<file path="src/rtl/branch_resolve_btb.sv">
// ---------------------------------------------------------------------------
// branch_resolve_btb
//
// Execute-stage branch/jump resolution together with the 4-entry branch
// target buffer that produced the fetch-time prediction. Fetch-side lookup
// and execute-side training live in one block so that the slot index carried
// down the pipe (branch_numberF -> branch_numberE) always refers to the same
// storage.
//
// Ports
//   CLK, NRST        clock (rising edge) / asynchronous active-low reset
//   pcF              fetch PC looked up in the BTB
//   predict_takenF   BTB hit with a taken-leaning counter
//   predict_targetF  target of the hit entry, 0 on miss
//   branch_numberF   hit slot, or replacement pointer on miss
//   branch_numberE   slot index carried from fetch for the E-stage instr
//   pcEj, immEj      E-stage PC and sign-extended offset
//   jump_codeEj      00 none, 01 JAL, 10 JALR, 11 none
//   branch_codeEj    001 BEQ .. 110 BGEU, 000/111 none
//   predict_takenE   prediction carried from fetch
//   predict_targetE  predicted target carried from fetch
//   rs1E, rs2E       forwarded operands
//   fail_predict     misprediction (combinational)
//   redirect_pc      correct next PC, 0 when the E-stage slot is a bubble
// ---------------------------------------------------------------------------
module branch_resolve_btb #(
  parameter int PC_W   = 13,
  parameter int DATA_W = 32,
  parameter int NENT   = 4
) (
  input  logic              CLK,
  input  logic              NRST,
  input  logic [PC_W-1:0]   pcF,
  output logic              predict_takenF,
  output logic [PC_W-1:0]   predict_targetF,
  output logic [1:0]        branch_numberF,
  input  logic [1:0]        branch_numberE,
  input  logic [PC_W-1:0]   pcEj,
  input  logic [PC_W-1:0]   immEj,
  input  logic [1:0]        jump_codeEj,
  input  logic [2:0]        branch_codeEj,
  input  logic              predict_takenE,
  input  logic [PC_W-1:0]   predict_targetE,
  input  logic [DATA_W-1:0] rs1E,
  input  logic [DATA_W-1:0] rs2E,
  output logic              fail_predict,
  output logic [PC_W-1:0]   redirect_pc
);

  // BTB state
  logic            valid_q  [NENT];
  logic            valid_d  [NENT];
  logic [PC_W-1:0] tag_q    [NENT];
  logic [PC_W-1:0] tag_d    [NENT];
  logic [PC_W-1:0] target_q [NENT];
  logic [PC_W-1:0] target_d [NENT];
  logic [1:0]      ctr_q    [NENT];
  logic [1:0]      ctr_d    [NENT];
  logic [1:0]      rptr_q;
  logic [1:0]      rptr_d;

  // ---------------------------------------------------------------------
  // Fetch lookup
  // ---------------------------------------------------------------------
  logic       hit;
  logic [1:0] hit_idx;

  // Scan from the top down so the lowest matching index is the one kept.
  always_comb begin
    hit     = 1'b0;
    hit_idx = rptr_q;
    for (int i = NENT - 1; i >= 0; i--) begin
      if (valid_q[i] && (tag_q[i] == pcF)) begin
        hit     = 1'b1;
        hit_idx = 2'(i);
      end
    end
  end

  assign branch_numberF  = hit_idx;
  assign predict_takenF  = hit & ctr_q[hit_idx][1];
  assign predict_targetF = hit ? target_q[hit_idx] : '0;

  // ---------------------------------------------------------------------
  // Execute resolution
  // ---------------------------------------------------------------------
  logic                     is_jal;
  logic                     is_jalr;
  logic                     is_jump;
  logic                     is_br;
  logic                     active;
  logic                     br_taken;
  logic                     taken;
  logic signed [DATA_W-1:0] rs1_s;
  logic signed [DATA_W-1:0] rs2_s;
  logic [PC_W-1:0]          pc_imm;
  logic [PC_W-1:0]          jalr_sum;
  logic [PC_W-1:0]          tgt;
  logic [PC_W-1:0]          fall;

  assign is_jal  = (jump_codeEj == 2'b01);
  assign is_jalr = (jump_codeEj == 2'b10);
  assign is_jump = is_jal | is_jalr;
  assign is_br   = (branch_codeEj != 3'b000) && (branch_codeEj != 3'b111);
  assign active  = is_jump | is_br;

  assign rs1_s = rs1E;
  assign rs2_s = rs2E;

  always_comb begin
    br_taken = 1'b0;
    case (branch_codeEj)
      3'b001:  br_taken = (rs1E == rs2E);
      3'b010:  br_taken = (rs1E != rs2E);
      3'b011:  br_taken = (rs1_s <  rs2_s);
      3'b100:  br_taken = (rs1_s >= rs2_s);
      3'b101:  br_taken = (rs1E  <  rs2E);
      3'b110:  br_taken = (rs1E  >= rs2E);
      default: br_taken = 1'b0;
    endcase
  end

  // A valid jump code overrides any branch code in the same slot.
  assign taken = is_jump | (is_br & br_taken);

  // All sums are PC_W wide, so they wrap naturally.
  assign pc_imm   = pcEj + immEj;
  assign jalr_sum = rs1E[PC_W-1:0] + immEj;
  assign tgt      = is_jalr ? (jalr_sum & ~PC_W'(1)) : pc_imm;
  assign fall     = pcEj + PC_W'(4);

  assign fail_predict = active &
                        (taken ? !(predict_takenE && (predict_targetE == tgt))
                               : predict_takenE);
  assign redirect_pc  = !active ? '0 : (taken ? tgt : fall);

  // ---------------------------------------------------------------------
  // BTB training
  // ---------------------------------------------------------------------
  logic e_hit;

  // The slot index comes from fetch; the entry may have been replaced
  // since, so the tag is rechecked before training it.
  assign e_hit = valid_q[branch_numberE] && (tag_q[branch_numberE] == pcEj);

  always_comb begin
    for (int i = 0; i < NENT; i++) begin
      valid_d[i]  = valid_q[i];
      tag_d[i]    = tag_q[i];
      target_d[i] = target_q[i];
      ctr_d[i]    = ctr_q[i];
    end
    rptr_d = rptr_q;

    if (active) begin
      if (e_hit) begin
        if (taken) begin
          if (ctr_q[branch_numberE] != 2'b11) begin
            ctr_d[branch_numberE] = ctr_q[branch_numberE] + 2'b01;
          end
          target_d[branch_numberE] = tgt;
        end else if (ctr_q[branch_numberE] != 2'b00) begin
          ctr_d[branch_numberE] = ctr_q[branch_numberE] - 2'b01;
        end
      end else if (taken) begin
        // New entries start weakly taken.
        valid_d[branch_numberE]  = 1'b1;
        tag_d[branch_numberE]    = pcEj;
        target_d[branch_numberE] = tgt;
        ctr_d[branch_numberE]    = 2'b10;
        rptr_d                   = rptr_q + 2'b01;
      end
    end
  end

  always_ff @(posedge CLK or negedge NRST) begin
    if (!NRST) begin
      for (int i = 0; i < NENT; i++) begin
        valid_q[i]  <= 1'b0;
        tag_q[i]    <= '0;
        target_q[i] <= '0;
        ctr_q[i]    <= 2'b00;
      end
      rptr_q <= 2'b00;
    end else begin
      for (int i = 0; i < NENT; i++) begin
        valid_q[i]  <= valid_d[i];
        tag_q[i]    <= tag_d[i];
        target_q[i] <= target_d[i];
        ctr_q[i]    <= ctr_d[i];
      end
      rptr_q <= rptr_d;
    end
  end

endmodule

</file>
<file path="config.mk">
export PLATFORM = sky130hd
export DESIGN_NAME = branch_resolve_btb
export DESIGN_NICKNAME = d
export VERILOG_FILES = /design/src/rtl/branch_resolve_btb.sv
export SDC_FILE = /design/constraint.sdc
export NUM_CORES = 1
export LEC_CHECK = 0
export ABC_AREA = 0
export ABC_CLOCK_PERIOD_IN_PS = 10900
export BUFFER_PORTS_ARGS = -buffer_cell sky130_fd_sc_hd__buf_4
export CAP_MARGIN = 20
export CORE_MARGIN = 2
export CORE_UTILIZATION = 45
export CTS_CLUSTER_DIAMETER = 80
export DETAILED_ROUTE_END_ITERATION = 8
export PLACE_DENSITY = 0.66
export SLEW_MARGIN = 40
export SYNTH_ARGS = -nofsm -noshare
export SYNTH_HDL_FRONTEND = slang
export SYNTH_SLANG_ARGS = --single-unit
</file>
<file path="constraint.sdc">
create_clock -name CLK -period 10.9 [get_ports CLK]
set_input_delay 1.635 -clock CLK [delete_from_list [all_inputs] [get_ports CLK]]
set_output_delay 1.635 -clock CLK [all_outputs]
set_load 0.02 [all_outputs]
</file>
==> flow_metrics.py, run 1 <==
metrics = {
    "setup_path": {
        "r2r_end": "ctr_q[6]",
        "cpLargestDelayFamily": "compound AO/OA/AOI/OAI gates",
        "r2r_slack_ns": 7.49,
        "r2r_start": "tag_q[18]",
        "slowest_delay_ns": 0.60,
        "r2r_cells": 9,
        "cp-start-kind": "primary input",
        "cp_data_arrival_time_ns": 5.13,
        "crit_chain": "buf_4, and2_1, fa_1, a211o_1, a2111oi_1, o21ai_0, xnor2_1, mux2i_1, xor2_1, a2111o_1, nor4_1, a31oi_1, buf_4",
        "worstPathMaxFanout": 6,
        "required_ns": 9.27,
        "end_kind": "primary output",
        "path_common_cell": "buf_4",
        "critPathKind": "primary input to primary output",
        "slowest_stage": "a2111oi_1",
        "crit_buf_inv": 2,
    },
    "sta": {
        "fin_skew_ns": 0.007403,
        "tightest_slew_ns": 0.8501,
        "tns_ns": 0,
        "slew_violations": 0,
        "slew_headroom_pct": 42.95,
        "setup_viol": 0,
        "rsz0062_at_grt": "no",
        "post-route-period-util_pct": 62.11,
        "finalCriticalPeriod_ns": 6.770,
        "fmax_ghz": 0.1477,
        "hold_viol": 0,
    },
    "floorplan": {
        "boundaryPins": 156,
        "row_count": 51,
        "die-area_um2": 21030,
        "start_util_pct": 45.97,
        "fp.dieW_um": 145.0,
        "die_h_um": 145.0,
        "core_um2": 19460,
    },
    "synth": {
        "synth_xor_area_share_pct": 10.47,
        "synth_top_area_share_pct": 33.00,
        "synthArstFlopShare_pct": 100.0,
        "synth_flop_cell": "dfrtp_1",
        "synth.area.mux_share_pct": 20.17,
        "yosys_warnings": 0,
        "syn_avg_cell_area_um2": 10.31,
        "synth_cell_types": 62,
        "synthesis.nets": 1055,
        "synth_top_family_by_area": "multiplexers",
        "synth_cells": 868,
        "synth-simple-area-share_pct": 11.02,
        "synth_area_leader_cell": "dfrtp_1",
        "synth_common_cells": "118 x dfrtp_1, 104 x mux2_2, 72 x xnor2_1",
        "ys_seq_elements": 118,
        "netlist_area_um2": 8947,
        "synth_compound_area_share_pct": 12.35,
        "synthTopCellsByArea": "dfrtp_1 33%, mux2_2 13%, ha_1 8.3%, xnor2_1 7.0%, mux4_2 4.0%",
        "seq_area_frac_synth_pct": 33.00,
        "synth-edff-count": 0,
        "synth.most_common_cell": "dfrtp_1",
        "synthAdderAreaFrac_pct": 8.698,
    },
    "finish": {
        "num-nets-final": 1187,
        "multi_input_area_um2": 5634,
        "fillers": 1725,
        "diodes": 0,
        "seq_area_um2": 2953,
        "syn_to_final_growth_pct": 21.93,
        "stdcell_area_um2": 10910,
        "drive_above_1_share_pct": 33.37,
    },
    "route": {
        "vias": 7197,
        "wl_per_cell_um": 19.21,
        "ant_nets": 0,
        "drtIter0Drc": 337,
        "via_per_inst": 5.631,
        "route.detailed.drc": 0,
        "dr.pass1.iters": 5,
        "drt-total-wl_mm": 24.55,
    },
    "clock_network": {
        "clk_path_buf_depth": 2,
        "htree_levels": 4,
        "tritoncts": "built",
        "clk_pin_slew_ns": 0.06,
        "cts_buffers": 17,
        "cts.sink_count": 118,
        "hold_buffers": 0,
        "cts_root_buffer": "clkbuf_16",
        "cts_resized": 0,
        "insertion_delay_ns": 0.42,
        "cts_setup_buffers": 0,
    },
    "outcome": {
        "outcome": "complete, no violations",
    },
    "power_and_ir_drop": {
        "power.leakage_nw": 4.791,
        "ir_worst_vdd_uv": 105.6,
        "power.density_nw_per_um2": 169.3,
    },
    "global_route": {
        "busiest_layer": "met2",
        "use_met2_pct": 39.90,
        "antenna_found_initial": 0,
        "grt_pass1_wl_mm": 39.11,
        "use_met3_pct": 4.403,
        "global_route.usage.met1_pct": 30.26,
        "grt_max_degree": 64,
        "grt_pass1_vias": 7332,
        "track_usage_pct": 23.45,
        "overflow": 0,
    },
    "placement": {
        "placed_cell_area_um2": 10320,
        "gp_congestion": 0.9454,
        "portBuffers": 155,
        "hpwl_mm": 18.73,
    },
    "worst_hold_path": {
        "min_from": "rptr_q[1]",
        "whs_path_depth": 1,
        "holdPathEnd": "rptr_q[1]",
        "hp-class": "flop to flop",
    },
    "flow_run": {
        "cap_violations": 0,
    },
}
layer usage:
| metal | part of all wire (%) | up-vias |
|---|---|---|
| met5 | 0 | - |
| met4 | 1.9 | 0 |
| met3 | 5.8 | 30 |
| met2 | 49 | 211 |
| met1 | 44 | 3510 |
| li1 | - | 3446 |
worst register-to-register path, cell delays in order, from the launching register on:
cell and delay (ns):
dfrtp_1 0.41, mux4_2 0.48, xnor2_1 0.28, nand4_1 0.18
nor4_2 0.27, buf_4 0.24, nand2b_1 0.11, a2111oi_2 0.65
a22o_1 0.31, mux2_2 0.36
layout by cell type (no fill, tap or decap), types with 17 or more instances in the layout:
| cell type | instances |
|---|---|
| ha_1 | 58 |
| o21ai_0 | 18 |
| inv_1 | 43 |
| nand2_1 | 34 |
| nand4_1 | 24 |
| nor2b_1 | 22 |
| mux2_2 | 104 |
| xor2_1 | 35 |
| a211oi_1 | 37 |
| buf_4 | 165 |
| xnor2_1 | 72 |
| clkbuf_16 | 17 |
| a21oi_1 | 28 |
| nor2_1 | 32 |
| dfrtp_1 | 118 |
where the power goes:
part,switching (mW),total (mW),internal (mW)
sequential,0.0827,0.644,0.562
combinational,0.328,0.659,0.331
clock,0.219,0.544,0.325
final cells by class:
class | count | area share [%]
Sequential cell | 118 | 27.07
Clock inverter | 14 | 1.285
Clock buffer | 18 | 4.026
Tap cell | 265 | 3.039
Timing Repair Buffer | 166 | 11.46
Inverter | 43 | 1.480
Multi-Input combinational cell | 654 | 51.65
sequential cells by signal (all words and copies together), names as in the netlist:
| name | cells |
|---|---|
| target_q | 52 |
| ctr_q | 8 |
| tag_q | 52 |
| valid_q | 4 |
| rptr_q | 2 |
per-stage QoR:
stage          setup slack [ns]  cells  power [mW]  hold slack, ns  util [%]
4_1_cts                   3.998   1278       1.859          0.4766     56.03
3_5_place_dp              4.020   1246       1.307          0.4626     53.05
5_1_grt                   3.806   1278       1.949          0.4909     56.05
3_3_place_gp              4.050   1246       1.292          0.4621     53.04
6_report                  4.130   1278       1.847          0.4788     56.05
2_1_floorplan             4.639    868       1.104          0.4430         -
how the worst max path moves through the flow:
stage            start            to  slack [ns]  depth (start not counted)
5_1_grt        rs1E[0]  fail_predict        3.81                         13
3_5_place_dp   rs1E[0]  fail_predict        4.02                         13
2_1_floorplan  rs1E[0]  fail_predict        4.64                         11
3_3_place_gp   rs1E[0]  fail_predict        4.05                         13
6_report       rs1E[0]  fail_predict        4.13                         13
4_1_cts        rs1E[0]  fail_predict        4.00                         13
cells by family (layout without fill, tap and decap cells):
family          after synthesis  in the layout
compound gates              155            155
xor+xnor                    107            107
fa+ha+maj                    61             61
buf+inv                      96            241
flops                       118            118
mux                         146            146
simple gates                185            185
Note: power is estimated with default switching activity, not from simulation.
==> inputs of run 2 (changes only) <==
--- a/config.mk
+++ b/config.mk
@@ -6,7 +6,7 @@
 export NUM_CORES = 1
 export LEC_CHECK = 0
 export ABC_AREA = 0
-export ABC_CLOCK_PERIOD_IN_PS = 10900
+export ABC_CLOCK_PERIOD_IN_PS = 6900
 export BUFFER_PORTS_ARGS = -buffer_cell sky130_fd_sc_hd__buf_4
 export CAP_MARGIN = 20
 export CORE_MARGIN = 2
==> constraint.sdc (replaced) <==
create_clock -name CLK -period 6.9 [get_ports CLK]
set_input_delay 1.035 -clock CLK [delete_from_list [all_inputs] [get_ports CLK]]
set_output_delay 1.035 -clock CLK [all_outputs]
set_load 0.02 [all_outputs]
==> flow_metrics.py, run 2 (same netlist as run 1, synthesis figures left out) <==
metrics = {
    "outcome": {
        "outcome": "complete, no violations",
    },
    "floorplan": {
        "row_count": 51,
        "die_h_um": 145.0,
        "start_util_pct": 45.97,
        "fp.dieW_um": 145.0,
        "die-area_um2": 21030,
        "boundaryPins": 156,
        "core_um2": 19460,
    },
    "setup_path": {
        "slowest_stage": "a2111oi_1",
        "slowest_delay_ns": 0.58,
        "path_common_cell": "buf_4",
        "crit_chain": "buf_4, and2_1, fa_1, a211o_1, a2111oi_1, o21ai_0, xnor2_1, mux2i_1, xor2_1, a2111o_1, nor4_1, a31oi_1, buf_4",
        "worstPathMaxFanout": 6,
        "end_kind": "primary output",
        "cp_data_arrival_time_ns": 4.45,
        "critPathKind": "primary input to primary output",
        "required_ns": 5.86,
        "cp-start-kind": "primary input",
    },
    "global_route": {
        "grt_max_degree": 75,
        "grt_pass1_vias": 7455,
        "track_usage_pct": 23.57,
        "overflow": 0,
        "grt_pass1_wl_mm": 39.23,
        "antenna_found_initial": 0,
    },
    "route": {
        "via_per_inst": 5.645,
        "drtIter0Drc": 303,
        "dr.pass1.iters": 5,
        "vias": 7225,
        "ant_nets": 0,
        "wl_per_cell_um": 19.20,
        "drt-total-wl_mm": 24.57,
        "route.detailed.drc": 0,
    },
    "sta": {
        "tightest_slew_ns": 0.8461,
        "fin_skew_ns": 0.009111,
        "hold_ws_ns": 0.4747,
        "slew_headroom_pct": 43.38,
        "post-route-period-util_pct": 79.56,
        "slew_violations": 0,
        "hold_viol": 0,
        "rsz0062_at_grt": "no",
        "tns_ns": 0,
        "fmax_ghz": 0.1822,
        "finalCriticalPeriod_ns": 5.490,
        "fin_ws_ns": 1.410,
        "setup_viol": 0,
    },
    "finish": {
        "drive_above_1_share_pct": 33.60,
        "diodes": 0,
        "largestRegisters": "tag_q x52, target_q x52, ctr_q x8",
        "num-nets-final": 1189,
        "fillers": 1737,
        "final_common_cell": "buf_4",
        "final_cell_mix": "167 x buf_4, 118 x dfrtp_1, 104 x mux2_2, 72 x xnor2_1, 59 x ha_1",
        "stdcell_area_um2": 10900,
        "syn_to_final_growth_pct": 21.87,
    },
    "placement": {
        "hpwl_mm": 18.82,
        "placed_cell_area_um2": 10350,
        "portBuffers": 155,
        "gp_congestion": 0.9256,
        "pre_cts_ws_ns": 1.311,
    },
    "clock_network": {
        "htree_levels": 4,
        "cts_resized": 0,
        "tritoncts": "built",
        "insertion_delay_ns": 0.42,
        "clk_path_buf_depth": 2,
        "cts_root_buffer": "clkbuf_16",
        "cts.sink_count": 118,
        "cts_buffers": 17,
        "hold_buffers": 0,
        "clk_pin_slew_ns": 0.05,
        "cts_setup_buffers": 0,
    },
    "power_and_ir_drop": {
        "power.density_nw_per_um2": 263.8,
        "ir_worst_vdd_uv": 150.9,
        "p_total_mw": 2.876,
        "power.leakage_nw": 4.794,
    },
    "worst_hold_path": {
        "hp-class": "flop to flop",
    },
    "flow_run": {
        "cap_violations": 0,
    },
}
[run 2: final cells by class]
| type | count | area [um2] | area share (%) |
|---|---|---|---|
| well taps | 265 | 331.6 | 3.041 |
| multi-input cells | 654 | 5647 | 51.78 |
| inverters | 43 | 161.4 | 1.480 |
| repair buffers | 168 | 1265 | 11.60 |
| flip-flops and latches | 118 | 2953 | 27.08 |
| clock inverters | 15 | 121.4 | 1.113 |
| clock buffers | 17 | 425.4 | 3.901 |
[run 2: final timing paths]
path,start,to,slack [ns],depth (start not counted)
min in group asynchronous,NRST,target_q[35],0.60,1
min,rptr_q[1],rptr_q[1],0.47,1
max reg2reg,tag_q[5],ctr_q[2],3.70,9
min reg2reg,rptr_q[1],rptr_q[1],0.47,1
max,rs1E[0],fail_predict,1.41,13
max in group asynchronous,NRST,tag_q[12],5.23,2
[run 2: stage by stage]
step	utilization (%)	instances
after floorplan	-	868
after global placement	53.11	1248
after detailed placement	53.17	1248
after CTS	55.98	1280
after global routing	56.03	1280
final	56.03	1280
[run 2: layer usage]
layer | wire length [um] | global-route usage [%]
met1 | 10780 | 30.57
met2 | 11770 | 39.69
met3 | 1386 | 4.182
met4 | 635 | 8.317
met5 | 0 | 0
[run 2: report_power, final]
part	internal [mW]	switching (mW)
combinational	0.528	0.519
clock	0.465	0.348
sequential	0.887	0.129
total	1.88	0.996
[run 2: worst max-delay path: cells and delay by family]
kind / cells / cell delay [ns]
compound gates: 5 / 1.64
xor+xnor: 2 / 0.29
fa+ha+maj: 1 / 0.44
buf+inv: 2 / 0.30
mux: 1 / 0.43
simple gates: 2 / 0.32
